--- src/rtl/pcie_link_monitor_pkg.sv ---
// Shared types, reset value and helpers for the PCIe link monitor.
// Counters are held at a fixed maximum width; the top slices them to CNT_WIDTH.
package pcie_link_monitor_pkg;

  localparam int CNT_MAX_W = 32;

  typedef enum logic [1:0] {
    ST_DOWN      = 2'd0,
    ST_UP_PEND   = 2'd1,
    ST_UP        = 2'd2,
    ST_DOWN_PEND = 2'd3
  } lnk_state_t;

  typedef struct packed {
    lnk_state_t           state;
    logic [15:0]          dbg_cnt;
    logic                 lnk_up;
    logic [7:0]           bus;
    logic [4:0]           dev;
    logic [2:0]           func;
    logic [CNT_MAX_W-1:0] up_cnt;
    logic [CNT_MAX_W-1:0] down_cnt;
    logic                 lnk_change;
    logic                 bdf_changed;
  } mon_regs_t;

  localparam mon_regs_t MON_RESET = '{state: ST_DOWN, default: '0};

  function automatic logic [CNT_MAX_W-1:0] sat_inc(input logic [CNT_MAX_W-1:0] value,
                                                   input logic [CNT_MAX_W-1:0] max_value);
    return (value >= max_value) ? max_value : value + 32'd1;
  endfunction

endpackage

--- src/rtl/pcie_link_monitor.sv ---
// Debounces the PCIe core link-up signal, captures BDF while the link is up
// and keeps saturating up/down transition counters.
module pcie_link_monitor
  import pcie_link_monitor_pkg::*;
#(
  parameter int DEBOUNCE_CYCLES = 16,
  parameter int CNT_WIDTH       = 16
) (
  input  logic                 i_clk,
  input  logic                 i_nrst,
  input  logic                 i_user_lnk_up,
  input  logic [7:0]           i_cfg_bus_number,
  input  logic [4:0]           i_cfg_device_number,
  input  logic [2:0]           i_cfg_function_number,
  input  logic                 i_clr_cnt,
  output logic                 o_lnk_up,
  output logic [7:0]           o_cfg_bus_number,
  output logic [4:0]           o_cfg_device_number,
  output logic [2:0]           o_cfg_function_number,
  output logic                 o_bdf_changed,
  output logic                 o_lnk_change,
  output logic [CNT_WIDTH-1:0] o_up_cnt,
  output logic [CNT_WIDTH-1:0] o_down_cnt
);

  localparam logic [15:0] DBG_LAST = 16'(DEBOUNCE_CYCLES - 1);
  localparam logic [CNT_MAX_W-1:0] CNT_SAT = {CNT_MAX_W{1'b1}} >> (CNT_MAX_W - CNT_WIDTH);

  mon_regs_t state_reg;
  mon_regs_t state_next;
  logic      up_edge;
  logic      down_edge;
  logic      bdf_diff;

  assign bdf_diff = {i_cfg_bus_number, i_cfg_device_number, i_cfg_function_number}
                    != {state_reg.bus, state_reg.dev, state_reg.func};

  always_comb begin
    state_next             = state_reg;
    state_next.lnk_change  = 1'b0;
    state_next.bdf_changed = 1'b0;

    case (state_reg.state)
      ST_DOWN: begin
        if (i_user_lnk_up) begin
          if (DEBOUNCE_CYCLES == 1) begin
            state_next.state = ST_UP;
          end else begin
            state_next.state   = ST_UP_PEND;
            state_next.dbg_cnt = 16'd1;
          end
        end
      end
      ST_UP_PEND: begin
        if (!i_user_lnk_up) begin
          state_next.state   = ST_DOWN;
          state_next.dbg_cnt = '0;
        end else if (state_reg.dbg_cnt == DBG_LAST) begin
          state_next.state   = ST_UP;
          state_next.dbg_cnt = '0;
        end else begin
          state_next.dbg_cnt = state_reg.dbg_cnt + 16'd1;
        end
      end
      ST_UP: begin
        if (!i_user_lnk_up) begin
          if (DEBOUNCE_CYCLES == 1) begin
            state_next.state = ST_DOWN;
          end else begin
            state_next.state   = ST_DOWN_PEND;
            state_next.dbg_cnt = 16'd1;
          end
        end
      end
      ST_DOWN_PEND: begin
        if (i_user_lnk_up) begin
          state_next.state   = ST_UP;
          state_next.dbg_cnt = '0;
        end else if (state_reg.dbg_cnt == DBG_LAST) begin
          state_next.state   = ST_DOWN;
          state_next.dbg_cnt = '0;
        end else begin
          state_next.dbg_cnt = state_reg.dbg_cnt + 16'd1;
        end
      end
      default: begin
        state_next.state   = ST_DOWN;
        state_next.dbg_cnt = '0;
      end
    endcase

    // Debounced level is a pure function of the next state, so edges fall out
    // of comparing it with the current registered level.
    state_next.lnk_up = (state_next.state == ST_UP) || (state_next.state == ST_DOWN_PEND);
    up_edge           = state_next.lnk_up && !state_reg.lnk_up;
    down_edge         = !state_next.lnk_up && state_reg.lnk_up;
    state_next.lnk_change = up_edge || down_edge;

    if (i_clr_cnt) begin
      state_next.up_cnt   = '0;
      state_next.down_cnt = '0;
    end
    if (up_edge) begin
      state_next.up_cnt = sat_inc(i_clr_cnt ? '0 : state_reg.up_cnt, CNT_SAT);
    end
    if (down_edge) begin
      state_next.down_cnt = sat_inc(i_clr_cnt ? '0 : state_reg.down_cnt, CNT_SAT);
    end

    // A glitch back from DOWN_PEND is not a link-up event, so only a real
    // up edge or a change seen while stably up captures the BDF.
    if (down_edge) begin
      state_next.bus  = '0;
      state_next.dev  = '0;
      state_next.func = '0;
    end else if (up_edge || (state_reg.state == ST_UP && bdf_diff)) begin
      state_next.bus         = i_cfg_bus_number;
      state_next.dev         = i_cfg_device_number;
      state_next.func        = i_cfg_function_number;
      state_next.bdf_changed = 1'b1;
    end
  end

  always_ff @(posedge i_clk or negedge i_nrst) begin
    if (!i_nrst) begin
      state_reg <= MON_RESET;
    end else begin
      state_reg <= state_next;
    end
  end

  assign o_lnk_up              = state_reg.lnk_up;
  assign o_cfg_bus_number      = state_reg.bus;
  assign o_cfg_device_number   = state_reg.dev;
  assign o_cfg_function_number = state_reg.func;
  assign o_bdf_changed         = state_reg.bdf_changed;
  assign o_lnk_change          = state_reg.lnk_change;
  assign o_up_cnt              = state_reg.up_cnt[CNT_WIDTH-1:0];
  assign o_down_cnt            = state_reg.down_cnt[CNT_WIDTH-1:0];

endmodule

--- config.mk ---
export PLATFORM = sky130hd
export DESIGN_NAME = pcie_link_monitor
export DESIGN_NICKNAME = d
export VERILOG_FILES = /design/src/rtl/pcie_link_monitor_pkg.sv /design/src/rtl/pcie_link_monitor.sv
export SDC_FILE = /design/constraint.sdc
export NUM_CORES = 1
export LEC_CHECK = 0
export ABC_AREA = 1
export CORE_MARGIN = 2
export CORE_UTILIZATION = 60
export CTS_BUF_LIST = sky130_fd_sc_hd__clkbuf_16
export DETAILED_ROUTE_END_ITERATION = 6
export PLACE_DENSITY = 0.82
export REMOVE_ABC_BUFFERS = 1
export SETUP_SLACK_MARGIN = 0.1
export SYNTH_ARGS = -nofsm -noshare
export SYNTH_HDL_FRONTEND = slang
export SYNTH_SLANG_ARGS = --single-unit
--- constraint.sdc ---
create_clock -name i_clk -period 6.6 [get_ports i_clk]
set_input_delay 1.32 -clock i_clk [delete_from_list [all_inputs] [get_ports i_clk]]
set_output_delay 1.32 -clock i_clk [all_outputs]
set_load 0.02 [all_outputs]
### After elaboration in Yosys (flattened, before gate mapping)

Cells that the tools add are included.

* flip-flop bits (word level): 101
* input port bits: 20
* word-level logic and storage cells: 56

* $lt $le $gt $ge: 2
* equal/unequal tests: 9
* muxes and demuxes: 19
* add/sub/neg operators: 3
* reductions and logical operators: 13

Operator list (number)
* $mux W32: 6
* $mux W18: 4
* $pmux W18 S4: 1
* $add A32 B1 Y32 const B: 2
* $ge A32 B16 Y1 const B: 2
* $mux W64: 1
* $mux W16: 3
* $add A16 B1 Y16 const B: 1
* $eq A16 B4 Y1 const B: 1
* $ne A16 B16 Y1: 1
* $eq A2 B2 Y1 const B: 4
* $reduce_bool A2 Y1: 3
* $mux W2: 2
* $ne A2 B2 Y1 const B: 2
* $logic_and A1 B1 Y1: 3
* $logic_or A1 B1 Y1: 3
* $eq A2 B1 Y1 const B: 1
* $logic_not A1 Y1: 2
* $logic_not A2 Y1: 1
* $mux W1: 2
* $reduce_and A2 Y1: 1

### Longest topological paths before layout

Gate-level depths: netlist of run 1.

* word-level depth: 10
* depth in mapped cells: 16
* depth with buffers taken out: 15

### Worst setup path after synthesis of run 1

OpenSTA, ideal clock, no wires.

* kind: input port to flip-flop
* start: input port i_clr_cnt
* end: register state_reg (netlist bit o_up_cnt[13])
* path slack: 3.670 ns
* data required time: 6.531 ns
* library setup time: 0.069 ns
* arrival time: 2.860 ns
* stages: 13
* path buffers: 3
* path through: buf_2 buf_2 nor2_1 ha_1 nand2_1 nor2_2 nand3_1 nor2_1 nand3_1 nand2_1 nand2_1 buf_6 nand3_1

* longest elaborated chain between the ends: 4
* elaborated cells on any way between the ends: 6
* classes of those cells: 1 x add/sub; 1 x order compare; 3 x mux; 1 x reduce/logical

Ends and longest elaborated chain
* from (decl): line pcie_link_monitor.sv:15 `input logic i_clr_cnt,`
* $mux W32: line pcie_link_monitor.sv:104 `state_next.up_cnt = sat_inc(i_clr_cnt ? '0 : state_reg.up_cnt, CNT_SAT);`
* $add A32 B1 Y32 or $ge A32 B16 Y1 (tied branches): line pcie_link_monitor_pkg.sv:31 `return (value >= max_value) ? max_value : value + 32'd1;`
* $mux W32: line pcie_link_monitor_pkg.sv:31
* $mux W32: line pcie_link_monitor.sv:103 `if (up_edge) begin`
* to (signal assigned): line pcie_link_monitor.sv:128 `state_reg <= state_next;`
* to (decl): line pcie_link_monitor.sv:29 `mon_regs_t state_reg;`

Parallel ways exist; a longest one is shown, timed or not.
A chain may end at the register's enable or synchronous reset.

### Final worst setup path of run 1

* start: input port i_clr_cnt
* end: register state_reg (netlist bit o_down_cnt[12])

* longest elaborated chain between the ends: 4
* elaborated cells on any way between the ends: 6
* classes of those cells: 1 x add/sub; 1 x order compare; 3 x mux; 1 x reduce/logical

Ends and longest elaborated chain
* $mux W32: line pcie_link_monitor.sv:107 `state_next.down_cnt = sat_inc(i_clr_cnt ? '0 : state_reg.down_cnt, CNT_SAT);`
* $add A32 B1 Y32 or $ge A32 B16 Y1 (tied branches): line pcie_link_monitor_pkg.sv:31
* $mux W32: line pcie_link_monitor_pkg.sv:31
* $mux W32: line pcie_link_monitor.sv:106 `if (down_edge) begin`

Parallel ways exist; a longest one is shown, timed or not.

==> flow_summary_export.csv, run 1 <==
group,metric,value,unit
timing,relSlewSlack,0.388,
power_and_ir_drop,p_per_area,195,nW/um^2
global_routing,grt_pass1_wl,20.3,mm
global_routing,grt_overflow,0,
synth,synth_area_leaders,"dfrtp_1, nand2_1, inv_1",
timing,fin_worst_hold_slack,489,ps
drt,dr.pass1.iters,5,
synth,postSynthAreaPerCell,7.43,sq um
timing,finClkSkew,8.00,ps
drt,drc_errors,0,
synth,synth_area,5630,sq um
synth,async_flop_share,1.00,
floorplan,die_h,101,um
critical_path,crit_fanout,36,
synth,synth-seq-cells,101,
placed_design,io_buffers,70,
clocking,clk_latency,340,ps
power_and_ir_drop,leakage,3.04,nW
critical_path,crit_chain,"clkdlybuf4s50_1 > inv_2 > nand2_2 > inv_1 > ha_1 > nand2_1 > nor2_1 > nand4_1 > nor2_2 > inv_1 > o21bai_1 > nand3_1",
timing,finalSetupViolCount,0,
clocking,cts_tree,"built",
synth,syn_inst,758,
finish,syn_to_final_growth,11.5,%
critical_path,path_common_cell,"inv_1",
critical_path,path_buf_inv,4,
drt,drt-total-wl,11.7,mm
synth,synth.largest_area_cell,"dfrtp_1",
clocking,h-tree-depth,3,
clocking,ctsResizeCount,0,
clocking,clock_sinks,101,
drt,vias,4665,
synth,yosys-mux-area-fraction,0,
critical_path,start_kind,"input port",
drt,wire_per_inst,13.2,um
timing,fin_crit_sh,0.627,
drt,drtIter0Drc,313,
synth,yosysWarnings,0,
placed_design,gp_congestion,0.829,
finish,drive_gt1_frac,0.0348,
synth,ys_types,29,
synth,synth_flop_cell,"dfrtp_1",
finish,diodes,0,
timing,setup_tns,0,ps
worst_hold_path,hp-class,"reg -> reg",
clocking,clkTransAtPathRegs,70,ps
synth,synthSimpleGateAreaFrac,0.294,
global_routing,grt_start_max_net_pins,76,
critical_path,arrival,4350,ps
synth,synthTopCellsByCount,"nand2_1, inv_1, nor2_1",
clocking,clockRootBuffer,"clkbuf_16",
clocking,hold_buffers,0,
synth,synth_compound_area_frac,0.0571,
placed_design,post-dp-hpwl,8.40,mm
timing,rsz0062_at_grt,"no",
timing,max_freq,0.242,GHz
timing,tightest_slew,918,ps
critical_path,cp.required,6810,ps
finish,num-nets-final,797,
clocking,cts_buffers,9,
synth,synth-xor-area-share,0.0187,
floorplan,die_x,101,um
drt,vias_per_cell,5.26,
synth,synth-seq-area-share,0.449,
drt,ant_nets,0,
timing,hold_viol,0,
synth,yosysMostFrequentCell,"nand2_1",
critical_path,cp-end-kind,"register",
clocking,cts_setup_buffers,0,
critical_path,cpPeakStageDelay,880,ps
timing,report.final.slew_viol_count,0,
synth,synth-edff-count,0,
floorplan,dieArea,10200,sq um
floorplan,start_util,0.615,
synth,yosys.area.top_type_share,0.449,
floorplan,placementRows,35,
finish,largest_register_ffs,50,
global_routing,grt_pass1_vias,4579,
critical_path,slowest_stage,"clkdlybuf4s50_1",
critical_path,cp_top_family,"buffers and inverters",
power_and_ir_drop,vdd_drop_max,0.000117,V
timing,period_needed,4140,ps
floorplan,coreArea,9150,sq um
global_routing,grtUsageTotal,0.248,
clocking,clockBufferDepth,2,
synth,synth_top_family_by_area,"simple AND/OR/NAND/NOR gates",
floorplan,pin_count,71,
job,max_cap_violations,0,
outcome,status,"completed",
synth,synth_fa_ha_area_frac,0.0111,
critical_path,crit_type,"in -> reg",
global_routing,antenna_found_initial,0,
[logic make-up (layout without fill, tap and decap cells)]
logic type / after synthesis / count (layout)
xor+xnor: 12 / 12
flops: 101 / 101
buf+inv: 199 / 217
fa+ha+maj: 5 / 5
simple gates: 382 / 382
compound gates: 59 / 59
[stage by stage]
step / power (mW) / worst slack, ps / cell area, sq um / utilization / std cells
after floorplan: 0.688 / 3460 / 5160 / - / 690
after global placement: 0.733 / 2310 / 6010 / 0.656 / 872
after detailed placement: 0.737 / 2190 / 6010 / 0.656 / 872
after CTS: 1.23 / 2540 / 6280 / 0.686 / 887
after global routing: 1.27 / 2160 / 6280 / 0.686 / 887
final: 1.22 / 2460 / 6280 / 0.686 / 887
[area by class of cell]
cell class,count,area (sq um)
clock buffer,9,225
fill,738,2870
clock inverter,6,48.8
multi-input combinational,458,2140
tap,111,139
timing repair buffer,71,706
inverter,131,492
sequential,101,2530
[layer usage]
layer / part of all wire / vias to the layer above / GRT usage
li1: - / 2331 / -
met1: 0.44 / 2182 / 0.315
met2: 0.50 / 126 / 0.422
met3: 0.046 / 26 / 0.0485
met4: 0.017 / 0 / 0.0894
met5: 0 / - / 0
[worst reg2reg max path, stage by stage (launching register included)]
cell and delay, ps:
dfrtp_1 410, ha_1 240, nand3_1 160, inv_1 90
nand4_1 130, inv_1 60, o21ai_0 280, ha_1 830
inv_1 580, nand3_1 620, nand2_1 120, nand2_1 100
[where the power goes]
group / internal [mW] / total (mW) / switching [mW]
Combinational: 0.0348 / 0.0890 / 0.0543
Sequential: 0.627 / 0.636 / 0.00939
Clock: 0.285 / 0.497 / 0.212
[cells in the final DEF, fill, tap and decap left out, drive strengths merged, types with 9 or more instances in the layout]
cell	count
nor3	13
nand2	163
xor2	11
a21oi	10
clkbuf	9
o21ai	35
dfrtp	101
inv	134
nor2	117
clkdlybuf4s50	69
nand3	50
nand4	30
[worst paths after layout]
check / start / end / slack (ps) / cells after the start
max in group asynchronous: i_nrst / o_up_cnt[9] / 4480 / 2
min in group asynchronous: i_nrst / o_down_cnt[11] / 880 / 1
setup reg to reg: state_reg[83] / o_cfg_device_number[2] / 2900 / 11
hold / removal: state_reg[52] / state_reg[52] / 490 / 2
hold reg to reg: state_reg[52] / state_reg[52] / 490 / 2
setup / recovery: i_clr_cnt / o_down_cnt[12] / 2460 / 12
Note: power is estimated with default switching activity, not from simulation.
==> run 2, diff against run 1 <==
--- a/config.mk
+++ b/config.mk
@@ -7,10 +7,10 @@
 export LEC_CHECK = 0
 export ABC_AREA = 1
 export CORE_MARGIN = 2
-export CORE_UTILIZATION = 60
+export CORE_UTILIZATION = 51
 export CTS_BUF_LIST = sky130_fd_sc_hd__clkbuf_16
 export DETAILED_ROUTE_END_ITERATION = 6
-export PLACE_DENSITY = 0.82
+export PLACE_DENSITY = 0.74
 export REMOVE_ABC_BUFFERS = 1
 export SETUP_SLACK_MARGIN = 0.1
 export SYNTH_ARGS = -nofsm -noshare
==> constraint.sdc (replaced) <==
create_clock -name i_clk -period 3.35 [get_ports i_clk]
set_input_delay 0.67 -clock i_clk [delete_from_list [all_inputs] [get_ports i_clk]]
set_output_delay 0.67 -clock i_clk [all_outputs]
set_load 0.02 [all_outputs]
==> run 2 against run 1 <==
  * Global-route usage down 3.3 points
  * Sequential power up 97%
  * Count of clock-buffer cells in the layout unchanged
  * Critical endpoint is now o_down_cnt[13]
  * Largest power group unchanged
  * Highest routed layer unchanged
==> flow_summary_export.csv, run 2 (same netlist as run 1, synthesis figures left out) <==
group,metric,value,unit
critical_path,cpPeakStageDelay,420,ps
power_and_ir_drop,intPower,1.96,mW
finish,largest_register_ffs,50,
timing,period_needed,2790,ps
critical_path,r2r-start,"state_reg[83]",
drt,drt-total-wl,11.7,mm
placed_design,gp_congestion,0.848,
critical_path,cp_top_family,"simple AND/OR/NAND/NOR gates",
power_and_ir_drop,p_per_area,393,nW/um^2
critical_path,slowest_stage,"dfrtp_1",
finish,diodes,0,
critical_path,arrival,3010,ps
finish,drive_gt1_frac,0.0522,
power_and_ir_drop,vdd_drop_max,0.000209,V
critical_path,r2r_setup_slack,560,ps
finish,final_cell_mix,"nand2_1, inv_1, nor2_1",
placed_design,io_buffers,70,
floorplan,pin_count,71,
critical_path,reg2reg_to,"o_down_cnt[13]",
drt,dr.pass1.iters,4,
global_routing,grtUsageTotal,0.214,
critical_path,cp-end-kind,"register",
floorplan,die_x,109,um
timing,relSlewSlack,0.577,
power_and_ir_drop,p_seq_frac,0.495,
power_and_ir_drop,p_clk_frac,0.435,
floorplan,die_h,109,um
clocking,clkTransAtPathRegs,70,ps
critical_path,path_common_cell,"nand3_1",
clocking,hold_buffers,0,
drt,vias,4682,
global_routing,antenna_found_initial,0,
timing,fin_worst_hold_slack,338,ps
finish,num-nets-final,806,
critical_path,crit_chain,"ha_1 > nand3_1 > inv_1 > nand4_1 > inv_1 > o21ai_0 > ha_1 > nand3_1 > nor2_2 > nand2_1 > nor2_2 > nand2_1 > o21ai_1 > nand3_1",
placed_design,post-dp-hpwl,8.40,mm
clocking,cts_setup_buffers,0,
drt,drc_errors,0,
global_routing,grt_pass1_vias,4474,
finish,fin_cells,926,
timing,rsz0062_at_grt,"no",
placed_design,placed_cells,910,
power_and_ir_drop,p_switching,0.573,mW
drt,ant_nets,0,
clocking,clockRootBuffer,"clkbuf_16",
power_and_ir_drop,swShare,0.226,
global_routing,grt_start_max_net_pins,55,
timing,finalSetupViolCount,0,
clocking,h-tree-depth,3,
floorplan,placementRows,38,
critical_path,crit_fanout,4,
floorplan,start_util,0.522,
global_routing,grt_overflow,0,
floorplan,dieArea,11900,sq um
finish,syn_to_final_growth,14.3,%
clocking,cts_buffers,9,
worst_hold_path,hp-class,"in -> async",
critical_path,start_kind,"register",
timing,tightest_slew,635,ps
timing,report.final.slew_viol_count,0,
clocking,ctsResizeCount,0,
power_and_ir_drop,p_comb_frac,0.071,
power_and_ir_drop,p_total,2.53,mW
clocking,cts_tree,"built",
power_and_ir_drop,leakage,3.09,nW
timing,max_freq,0.358,GHz
clocking,clk_latency,340,ps
critical_path,crit_type,"reg -> reg",
clocking,clockBufferDepth,2,
critical_path,cp.required,3560,ps
floorplan,coreArea,10800,sq um
drt,vias_per_cell,5.06,
outcome,status,"completed",
clocking,clock_sinks,101,
drt,wire_per_inst,12.7,um
timing,finClkSkew,6.38,ps
critical_path,path_buf_inv,2,
timing,hold_viol,0,
critical_path,r2r_cells,14,
timing,fin_crit_sh,0.834,
drt,drtIter0Drc,297,
job,max_cap_violations,0,
global_routing,grt_pass1_wl,20.3,mm
finish,final_common_cell,"nand2_1",
timing,setup_tns,0,ps
-- run 2: cell types whose count changed in the layout (fill, tap and decap cells not counted) --
cell	before	now
buf_4	2	10
clkinvlp_4	0	3
clkinv_1	2	0
inv_1	133	131
buf_12	0	1
bufinv_16	1	2
clkinv_2	0	1
-- run 2: worst max-delay path by stage --
stage	from	endpoint	slack, ps	cells after the start
2_1_floorplan	state_reg[83]	o_cfg_bus_number[0]	550	11
3_3_place_gp	i_clr_cnt	o_up_cnt[13]	380	9
3_5_place_dp	i_clr_cnt	o_down_cnt[12]	280	12
4_1_cts	state_reg[83]	o_down_cnt[13]	570	14
5_1_grt	i_clr_cnt	o_up_cnt[10]	330	9
6_report	state_reg[83]	o_down_cnt[13]	560	14
-- run 2: final cells by class --
type / count / area, sq um
Tap cell: 140 / 175
Inverter: 131 / 492
Sequential cell: 101 / 2530
Clock inverter: 7 / 91.3
Timing Repair Buffer: 80 / 786
Fill cell: 985 / 4350
Multi-Input combinational cell: 458 / 2140
Clock buffer: 9 / 225
-- run 2: per-layer routing --
metal | share of wire | GRT usage
met2 | 0.48 | 0.358
met1 | 0.45 | 0.282
met5 | 0 | 0
met4 | 0.014 | 0.0714
met3 | 0.057 | 0.0383
-- run 2: metrics by stage --
| step | cell area, sq um | worst slack, ps | util |
|---|---|---|---|
| floorplan | 5160 | 553 | - |
| CTS | 6440 | 573 | 0.597 |
| global placement | 6120 | 376 | 0.567 |
| finish | 6440 | 555 | 0.597 |
| global route | 6440 | 325 | 0.597 |
| detailed placement | 6120 | 285 | 0.567 |
-- run 2: power groups by stage --
| stage | clock network (mW) | registers, mW | logic (mW) |
|---|---|---|---|
| floorplan | 0 | 1.29 | 0.0690 |
| global placement | 0 | 1.27 | 0.177 |
| detailed placement | 0 | 1.28 | 0.181 |
| CTS | 1.12 | 1.25 | 0.182 |
| global route | 1.17 | 1.25 | 0.203 |
| finish | 1.10 | 1.25 | 0.179 |
==> run 3, diff against run 2 <==
--- a/config.mk
+++ b/config.mk
@@ -7,10 +7,10 @@
 export LEC_CHECK = 0
 export ABC_AREA = 1
 export CORE_MARGIN = 2
-export CORE_UTILIZATION = 51
+export CORE_UTILIZATION = 56
 export CTS_BUF_LIST = sky130_fd_sc_hd__clkbuf_16
 export DETAILED_ROUTE_END_ITERATION = 6
-export PLACE_DENSITY = 0.74
+export PLACE_DENSITY = 0.77
 export REMOVE_ABC_BUFFERS = 1
 export SETUP_SLACK_MARGIN = 0.1
 export SYNTH_ARGS = -nofsm -noshare
==> constraint.sdc (replaced) <==
create_clock -name i_clk -period 2.9 [get_ports i_clk]
set_input_delay 0.58 -clock i_clk [delete_from_list [all_inputs] [get_ports i_clk]]
set_output_delay 0.58 -clock i_clk [all_outputs]
set_load 0.02 [all_outputs]
==> run 3 against run 2 <==
  * Critical path depth shrank 3
  * Count of clock-buffer cells in the layout is the same
  * Sequential share of layout area shrank 0.14 points
  * Flip-flop and latch count is the same
  * First-iteration DRC count shrank 12%
  * Largest cell class unchanged
  * Largest power group unchanged
==> flow_summary_export.csv, run 3 (same netlist as run 1, synthesis figures left out) <==
group,metric,value,unit
critical_path,crit_chain,"clkdlybuf4s50_1 > nor2_1 > ha_1 > nand2_1 > nor2_2 > nand3_1 > nor2_1 > nand3_1 > nand2_1 > nand2_1 > nand3b_1",
placed_design,gp_congestion,0.858,
critical_path,slowest_stage,"clkdlybuf4s50_1",
critical_path,arrival,2890,ps
worst_hold_path,hp-class,"in -> async",
finish,final_cell_mix,"nand2_1, inv_1, nor2_1",
clocking,cts_buffers,9,
timing,finClkSkew,8.34,ps
timing,tightest_slew,589,ps
clocking,clockBufferDepth,2,
global_routing,grt_overflow,0,
finish,design_area,6460,sq um
power_and_ir_drop,leakage,3.11,nW
critical_path,crit_fanout,12,
placed_design,placed_cells,906,
job,max_cap_violations,0,
placed_design,post-dp-hpwl,8.56,mm
drt,wire_per_inst,12.8,um
global_routing,grt_pass1_vias,4440,
drt,ant_nets,0,
timing,fin_worst_hold_slack,244,ps
floorplan,dieArea,10900,sq um
floorplan,coreArea,9770,sq um
drt,drc_errors,0,
timing,max_freq,0.381,GHz
drt,vias_per_cell,5.14,
timing,relSlewSlack,0.607,
critical_path,crit_type,"in -> reg",
timing,setup_tns,0,ps
drt,drtIter0Drc,262,
critical_path,cp_top_family,"simple AND/OR/NAND/NOR gates",
critical_path,start_kind,"input port",
global_routing,grt_start_max_net_pins,45,
floorplan,placementRows,36,
finish,largest_register_ffs,50,
timing,finalSetupViolCount,0,
critical_path,cp.required,3160,ps
power_and_ir_drop,p_per_area,440,nW/um^2
drt,vias,4744,
global_routing,grtUsageTotal,0.219,
floorplan,pin_count,71,
clocking,hold_buffers,0,
timing,fin_crit_sh,0.905,
placed_design,dp_slack,-36.1,ps
finish,fin_cells,923,
clocking,clock_sinks,101,
critical_path,cpPeakStageDelay,590,ps
critical_path,path_common_cell,"nand2_1",
clocking,clockRootBuffer,"clkbuf_16",
clocking,h-tree-depth,3,
timing,report.final.slew_viol_count,0,
timing,setup_slack,275,ps
placed_design,dpl_cell_area,6140,sq um
clocking,cts_tree,"built",
floorplan,start_util,0.576,
timing,period_needed,2630,ps
global_routing,antenna_found_initial,0,
global_routing,grt_pass1_wl,19.9,mm
finish,utilization,0.661,
clocking,clkTransAtPathRegs,70,ps
power_and_ir_drop,p_total,2.85,mW
finish,drive_gt1_frac,0.0620,
finish,num-nets-final,810,
drt,dr.pass1.iters,5,
power_and_ir_drop,vdd_drop_max,0.000407,V
floorplan,die_h,104,um
timing,rsz0062_at_grt,"no",
outcome,status,"completed",
finish,syn_to_final_growth,14.7,%
clocking,clk_latency,340,ps
floorplan,die_x,104,um
finish,diodes,0,
drt,drt-total-wl,11.8,mm
timing,hold_viol,0,
critical_path,cp-end-kind,"register",
placed_design,io_buffers,70,
finish,final_common_cell,"nand2_1",
critical_path,path_buf_inv,1,
==> run 3: path summary, 6_finish.rpt <==
check | from | slack (ps) | cells after the start | to
min reg2reg | state_reg[19] | 490 | 2 | state_reg[19]
min in group i_clk | state_reg[19] | 490 | 2 | state_reg[19]
min | i_nrst | 240 | 1 | o_down_cnt[14]
max reg2reg | state_reg[83] | 320 | 15 | o_cfg_bus_number[4]
max | i_clr_cnt | 270 | 11 | o_up_cnt[7]
max in group asynchronous | i_nrst | 1970 | 2 | o_cfg_bus_number[7]
==> run 3: where the power goes <==
| part | switching [mW] | internal [mW] |
|---|---|---|
| registers | 0.0208 | 1.43 |
| clock network | 0.516 | 0.672 |
| logic | 0.125 | 0.0858 |
| total | 0.661 | 2.18 |
==> run 3: area by class of cell <==
type,count,area (sq um)
flip-flops and latches,101,2530
well taps,133,166
multi-input cells,458,2160
clock inverters,7,72.6
fillers,830,3310
repair buffers,84,820
clock buffers,9,225
inverters,131,492
==> run 3: what timing repair did <==
action / in CTS / in global routing
gates resized for setup: 0 / 7
buffers inserted: 0 / 1
setup endpoints to repair: 0 / 40
==> run 3: per-layer routing <==
metal / track usage / part of all wire
met2: 0.369 / 0.49
met1: 0.288 / 0.45
met4: 0.0695 / 0.012
met3: 0.0401 / 0.044
met5: 0 / 0
